### src/rtl/ber_pkg.sv
// ber_pkg
//   Shared definitions for the PRBS bit-error-rate checker:
//   - FSM state encoding (FILL -> SEARCH -> LOCK)
//   - default delay-line depth / window length / lock thresholds
//   - counter width constants
//   - tap increment helper with wrap at the delay-line depth
package ber_pkg;

  typedef enum logic [1:0] {
    ST_FILL   = 2'd0,
    ST_SEARCH = 2'd1,
    ST_LOCK   = 2'd2
  } ber_state_t;

  // One PRBS9 period: delay-line depth, search range and window length.
  localparam int unsigned SR_LEN_DEF         = 511;
  localparam int unsigned WIN_LEN_DEF        = 511;
  localparam int unsigned LOCK_ERR_MAX_DEF   = 10;
  localparam int unsigned UNLOCK_ERR_MIN_DEF = 128;

  // Counter widths.
  localparam int unsigned LAT_W     = 9;   // delay tap L and fill counter
  localparam int unsigned WIN_CNT_W = 9;   // symbols within a window
  localparam int unsigned WIN_ERR_W = 10;  // errors within a window
  localparam int unsigned ACC_W     = 64;  // long-term accumulators

  // Next tap in the search order; the last tap of the delay line wraps to 0.
  function automatic logic [LAT_W-1:0] tap_wrap_inc(
    input logic [LAT_W-1:0] tap,
    input int unsigned      depth
  );
    if (32'(tap) >= depth - 1) begin
      return '0;
    end
    return tap + 1'b1;
  endfunction

endpackage

### src/rtl/ber_ref_delay.sv
// ber_ref_delay
//   Reference delay line for the BER checker. Shifts the transmitted
//   reference bit in on every strobe and offers a tap-selected read of the
//   line as it stands before the shift, i.e. tap k returns the reference
//   bit from k+1 strobes earlier.
//
// Ports
//   clk      system clock, rising edge
//   reset    synchronous active-high clear of the line
//   enable   symbol strobe; the line shifts only when high
//   ref_bit  transmitted reference bit shifted in on a strobe
//   tap      tap select (0 .. SR_LEN-1)
//   tap_bit  reference bit at the selected tap (combinational read)
module ber_ref_delay
  import ber_pkg::*;
#(
  parameter int unsigned SR_LEN = SR_LEN_DEF
) (
  input  logic             clk,
  input  logic             reset,
  input  logic             enable,
  input  logic             ref_bit,
  input  logic [LAT_W-1:0] tap,
  output logic             tap_bit
);

  logic [SR_LEN-1:0] sr;

  always_ff @(posedge clk) begin
    if (reset) begin
      sr <= '0;
    end else if (enable) begin
      sr <= {sr[SR_LEN-2:0], ref_bit};
    end
  end

  // Taps past the end of the line read as 0 rather than X.
  always_comb begin
    tap_bit = 1'b0;
    if (32'(tap) < SR_LEN) begin
      tap_bit = sr[tap];
    end
  end

endmodule

### config.mk
export PLATFORM = sky130hd
export DESIGN_NAME = ber_ref_delay
export DESIGN_NICKNAME = d
export VERILOG_FILES = /design/src/rtl/ber_pkg.sv /design/src/rtl/ber_ref_delay.sv
export SDC_FILE = /design/constraint.sdc
export NUM_CORES = 1
export LEC_CHECK = 0
export ABC_CLOCK_PERIOD_IN_PS = 2800
export CAP_MARGIN = 5
export CORE_MARGIN = 2
export CORE_UTILIZATION = 57
export DETAILED_ROUTE_END_ITERATION = 8
export GPL_ROUTABILITY_DRIVEN = 0
export GPL_TIMING_DRIVEN = 1
export PLACE_DENSITY_LB_ADDON = 0.25
export SLEW_MARGIN = 20
export SYNTH_ARGS = -nofsm -noshare
export SYNTH_HDL_FRONTEND = slang
export SYNTH_SLANG_ARGS = --single-unit
export TNS_END_PERCENT = 20
### constraint.sdc
create_clock -name clk -period 2.8 [get_ports clk]
set_input_delay 0.56 -clock clk [delete_from_list [all_inputs] [get_ports clk]]
set_output_delay 0.56 -clock clk [all_outputs]
set_load 0.05 [all_outputs]
* Yosys cells after proc, flatten, opt, wreduce, memory -nomap -nowiden
Cells that the tools add are included.
W data, S select, Z words.
** Storage, ports and cells
- Register bits :: 511
- Word-level logic and storage cells :: 6
- Output and inout port bits :: 1
- Input bits :: 13
** Cells by class
- Magnitude comparators :: 2
- Muxes and demuxes :: 3
** Operators with widths (number)
- $lt A9 B10 Y1 const B :: 1
- $bmux W1 S9 :: 1
- $lt A9 B9 Y1 const B :: 1
- $mux W1 :: 2

* Depth between registers and ports, before layout
- Depth in word-level cells :: 3
- Depth in mapped cells :: 12
- Mapped depth without buffers :: 7

* Worst setup path after synthesis
Ideal clock, no wire load.
- Kind :: input -> output
- Start :: input tap[0]
- End :: output tap_bit
- Required time :: 2.240 ns
- Setup slack :: -0.640 ns
- Path buffers :: 5
- Data arrival time :: 2.880 ns
- Stages :: 12
- Cells stage by stage :: buf_6 buf_12 buf_12 buf_6 buf_4 nand2_1 o221ai_1 o211ai_1 a41o_1 a31oi_1 nand3_1 a32oi_1
** Between the ends
- Cells in the longest elaborated chain, start to end :: 3
- Elaborated cells between the ends (all ways) :: 4
- Those cells by class :: order compare (1); mux (3)
** Ends and longest elaborated chain
- start: declaration :: line ber_ref_delay.sv:23 : input logic [LAT_W-1:0] tap,
- $bmux W1 S9 :: line ber_ref_delay.sv:41 : tap_bit = sr[tap];
- $mux W1 (implied by the code) :: line ber_ref_delay.sv:41
- $mux W1 (*) :: line ber_ref_delay.sv:40 : if (32'(tap) < SR_LEN) begin
- end: declaration :: line ber_ref_delay.sv:24 : output logic tap_bit
Every way passes the cells marked *; elsewhere a longest branch is shown, timed or not. The select of a mux whose other input is x is not followed.

* Final worst setup path
Same ends and word-level chain as after synthesis.

==> impl_metrics.json <==
{
  "outcome": "finished with violations",
  "violations_in_the_final_reports": "negative setup slack",
  "clkPwrFrac": 0.459,
  "layout.cell_area.non_filler_sq_mm": 0.0257,
  "final_max_slew_viol_count": 0,
  "drive_gt1_frac": 0.186,
  "netSwitchingPower_mw": 3.40,
  "grt_max_degree": 86,
  "worstSetupEndpoint": "tap_bit",
  "seq_total_area_yosys": 0.463,
  "synth.cells.most_frequent": "sky130_fd_sc_hd__mux2i_1 (534), sky130_fd_sc_hd__nor2_1 (529), sky130_fd_sc_hd__dfxtp_1 (511), sky130_fd_sc_hd__mux4_2 (109), sky130_fd_sc_hd__clkbuf_1 (80)",
  "clock.fmax_ghz": 0.291,
  "average_via_count_per_standard_cell": 5.67,
  "timing.critical_path.required_ns": 2.24,
  "tritoncts_num_sinks": 511,
  "setup_repair_after_global_routing_missed_its_margin": "yes",
  "worst_r2r_endpoint": "sr[375]$_SDFFE_PP0P_",
  "max-vdd-ir-drop_uv": 394,
  "peak_per_stage_delay_on_the_critical_path_ns": 0.52,
  "largest_register_ffs": 511,
  "dp_hpwl_um": 30700,
  "worst-slew-pin-transition_ns": 0.523,
  "path_delay_family": "multiplexers",
  "critPathSlowestCell": "sky130_fd_sc_hd__mux4_2",
  "chipHeight_um": 201,
  "boundaryPins": 14,
  "die_width_um": 201,
  "power_density_mw_per_mm2": 598,
  "total_power_mw": 15.4,
  "cts-root-to-sink-buffers": 3,
  "setup.worst_path.start": "tap[0]",
  "netlist.top_cell.by_area": "sky130_fd_sc_hd__dfxtp_1",
  "hold_violations": 0,
  "wl_per_cell_um": 17.9,
  "postSynthCellCount": 2011,
  "synthesis.yosys.warnings": 0,
  "core.rowCount": 72,
  "critical_path_arrival_ns": 2.87,
  "placed_area_sq_mm": 0.0236,
  "fin_worst_skew_ns": 0.0157,
  "ys_dominant_reg_cell": "sky130_fd_sc_hd__dfxtp_1",
  "filler_cell_count": 2884,
  "tns_ns": -0.631,
  "ys_types": 48,
  "yosysTopAreaCellShare": 0.463,
  "worstSetupPathDepth": 10,
  "average_size_of_a_mapped_cell_sq_um": 11.0,
  "clock_tree_from_tritoncts": "built",
  "largest-register": "sr",
  "worstRegToRegCells": 3,
  "worstSkewPairLatency_ns": 0.58,
  "num-nets-final": 2081,
  "dieArea_sq_mm": 0.0403,
  "clk_root_buffer_cell": "sky130_fd_sc_hd__clkbuf_16",
  "detail_route.drc_violations": 0,
  "route.top_layer_used": "met4",
  "areaGrowthSynthToFinish_pct": 16.4,
  "intPower_mw": 12.0,
  "dominant_cells_by_area_after_synthesis": "sky130_fd_sc_hd__dfxtp_1 (46%), sky130_fd_sc_hd__mux2i_1 (24%), sky130_fd_sc_hd__mux4_2 (11%)",
  "buffer_ports.inserted": 13,
  "crit_path_cell_trace": "buf_16 > buf_12 > buf_6 > buf_6 > mux4_2 > mux4_2 > nor3b_4 > o311ai_2 > a32oi_4 > buf_12",
  "yosys.cell_count.top_type": "sky130_fd_sc_hd__mux2i_1",
  "cellLeakagePower_nw": 10.9,
  "drt_first_iter_violations": 939,
  "grt_overflow_total": 0,
  "vias": 14895,
  "final_min_period_over_clock_period": 1.23,
  "dp.cells": 2518,
  "worst-r2r-setup-slack_ns": 2.04,
  "tritoncts.num_buffers": 52,
  "worst-setup-path-type": "in2out",
  "firstDrtPassIters": 5,
  "report.final.setup_viol": 1,
  "final-instance-count-excl-fill": 2629,
  "seq_power_share": 0.473,
  "critical_path.startpoint_type": "primary input",
  "ant_nets": 0,
  "critPathBufInv": 5,
  "synth_area_sq_mm": 0.0221,
  "reg_top3": "sr x511",
  "finalWirelength_um": 47100,
  "ys_ff_latch": 511,
  "ctsHtreeMaxLevel": 2,
  "first_pass_grt_wire_length_um": 76300,
  "clk_pin_slew_ns": 0.06,
  "synth_async_sr_flop_share": 0,
  "worst_slack_ns": -0.631,
  "synth_enable_flop_cells": 0,
  "aggregate_global_route_resource_usage": 0.232,
  "path_max_fanout": 8,
  "synth.net_count": 2024,
  "slew-limit-headroom": 0.651,
  "core_area_sq_mm": 0.0385,
  "wl_met3_um": 2170,
  "power.share.switching": 0.221,
  "vias_in_the_first_global_route": 14631,
  "endpoint_kind_of_the_worst_setup_timing_path": "output pin",
  "critical_path.reg2reg.startpoint": "sr[375]$_SDFFE_PP0P_",
  "pwr-share-comb": 0.068,
  "finalWorstPathRequiredPeriod_ns": 3.43,
  "timing.max_cap.violations": 0,
  "initial_antenna_violation_count": 0,
  "worstHoldPathType": "in2reg",
  "wirelength_met1_um": 21300,
  "start_util": 0.574,
  "dr_wl_met2_um": 22100
}
-- worst min-delay path by stage --
stage                           endpoint  slack (ns)                 start  cells past startpoint
CTS                 sr[424]$_SDFFE_PP0P_        0.35                 reset                      2
global route        sr[424]$_SDFFE_PP0P_        0.36                 reset                      2
detailed placement  sr[510]$_SDFFE_PP0P_        0.49  sr[510]$_SDFFE_PP0P_                      2
finish              sr[424]$_SDFFE_PP0P_        0.36                 reset                      2
floorplan           sr[510]$_SDFFE_PP0P_        0.46  sr[510]$_SDFFE_PP0P_                      2
global placement    sr[510]$_SDFFE_PP0P_        0.48  sr[510]$_SDFFE_PP0P_                      2
-- final cells by class --
class,instances,area (sq um),area share
Tap cell,518,648,0.0252
Sequential cell,511,10200,0.398
Clock inverter,18,193,0.00750
Inverter,4,15.0,0.000584
Antenna cell,1,2.50,0.0000974
Timing Repair Buffer,164,1730,0.0675
Multi-Input combinational cell,1335,11300,0.440
Clock buffer,78,1570,0.0611
-- layer usage --
| metal | vias to the layer above | track usage |
|---|---|---|
| met1 | 7277 | 0.302 |
| met5 | - | 0 |
| li1 | 7268 | - |
| met4 | 0 | 0.0868 |
| met2 | 256 | 0.383 |
| met3 | 94 | 0.0481 |
-- metrics by stage --
stage / hold slack [ns] / setup WS, ns / util
2_1_floorplan: 0.460 / -0.264 / -
3_3_place_gp: 0.476 / -0.871 / 0.613
3_5_place_dp: 0.492 / -0.952 / 0.613
4_1_cts: 0.347 / -0.544 / 0.665
5_1_grt: 0.364 / -0.675 / 0.668
6_report: 0.365 / -0.631 / 0.668
-- kinds of logic after synthesis --
family	Yosys count	synth area share
compound gates	77	0.0263
buf+inv	165	0.0350
flops	511	0.463
mux	661	0.369
simple gates	597	0.106
-- power groups by stage --
stage               clock network [mW]  logic [mW]  registers, mW
finish                            7.05        1.04           7.27
global route                      7.50        1.10           7.27
CTS                               7.20        1.03           7.27
detailed placement                   0       0.990           7.43
global placement                     0       0.982           7.43
floorplan                            0       0.678           7.43
-- placed cells by master (no fill, tap or decap), drive strengths merged, types with 13 or more instances in the layout --
cell type | Yosys | routed
nand2 | 21 | 21
nor2 | 529 | 529
dfxtp | 511 | 511
buf | 79 | 157
nor2b | 14 | 14
a211oi | 13 | 13
mux2i | 534 | 534
clkinv | 2 | 15
mux4 | 119 | 119
clkbuf | 82 | 78
-- timing repair --
action                     CTS  global route
setup buffers                9             6
pin swaps                    8             5
hold buffers                 0             0
setup endpoints to repair    1             1
gates resized for setup     40            15
(Power assumes the default switching activity.)
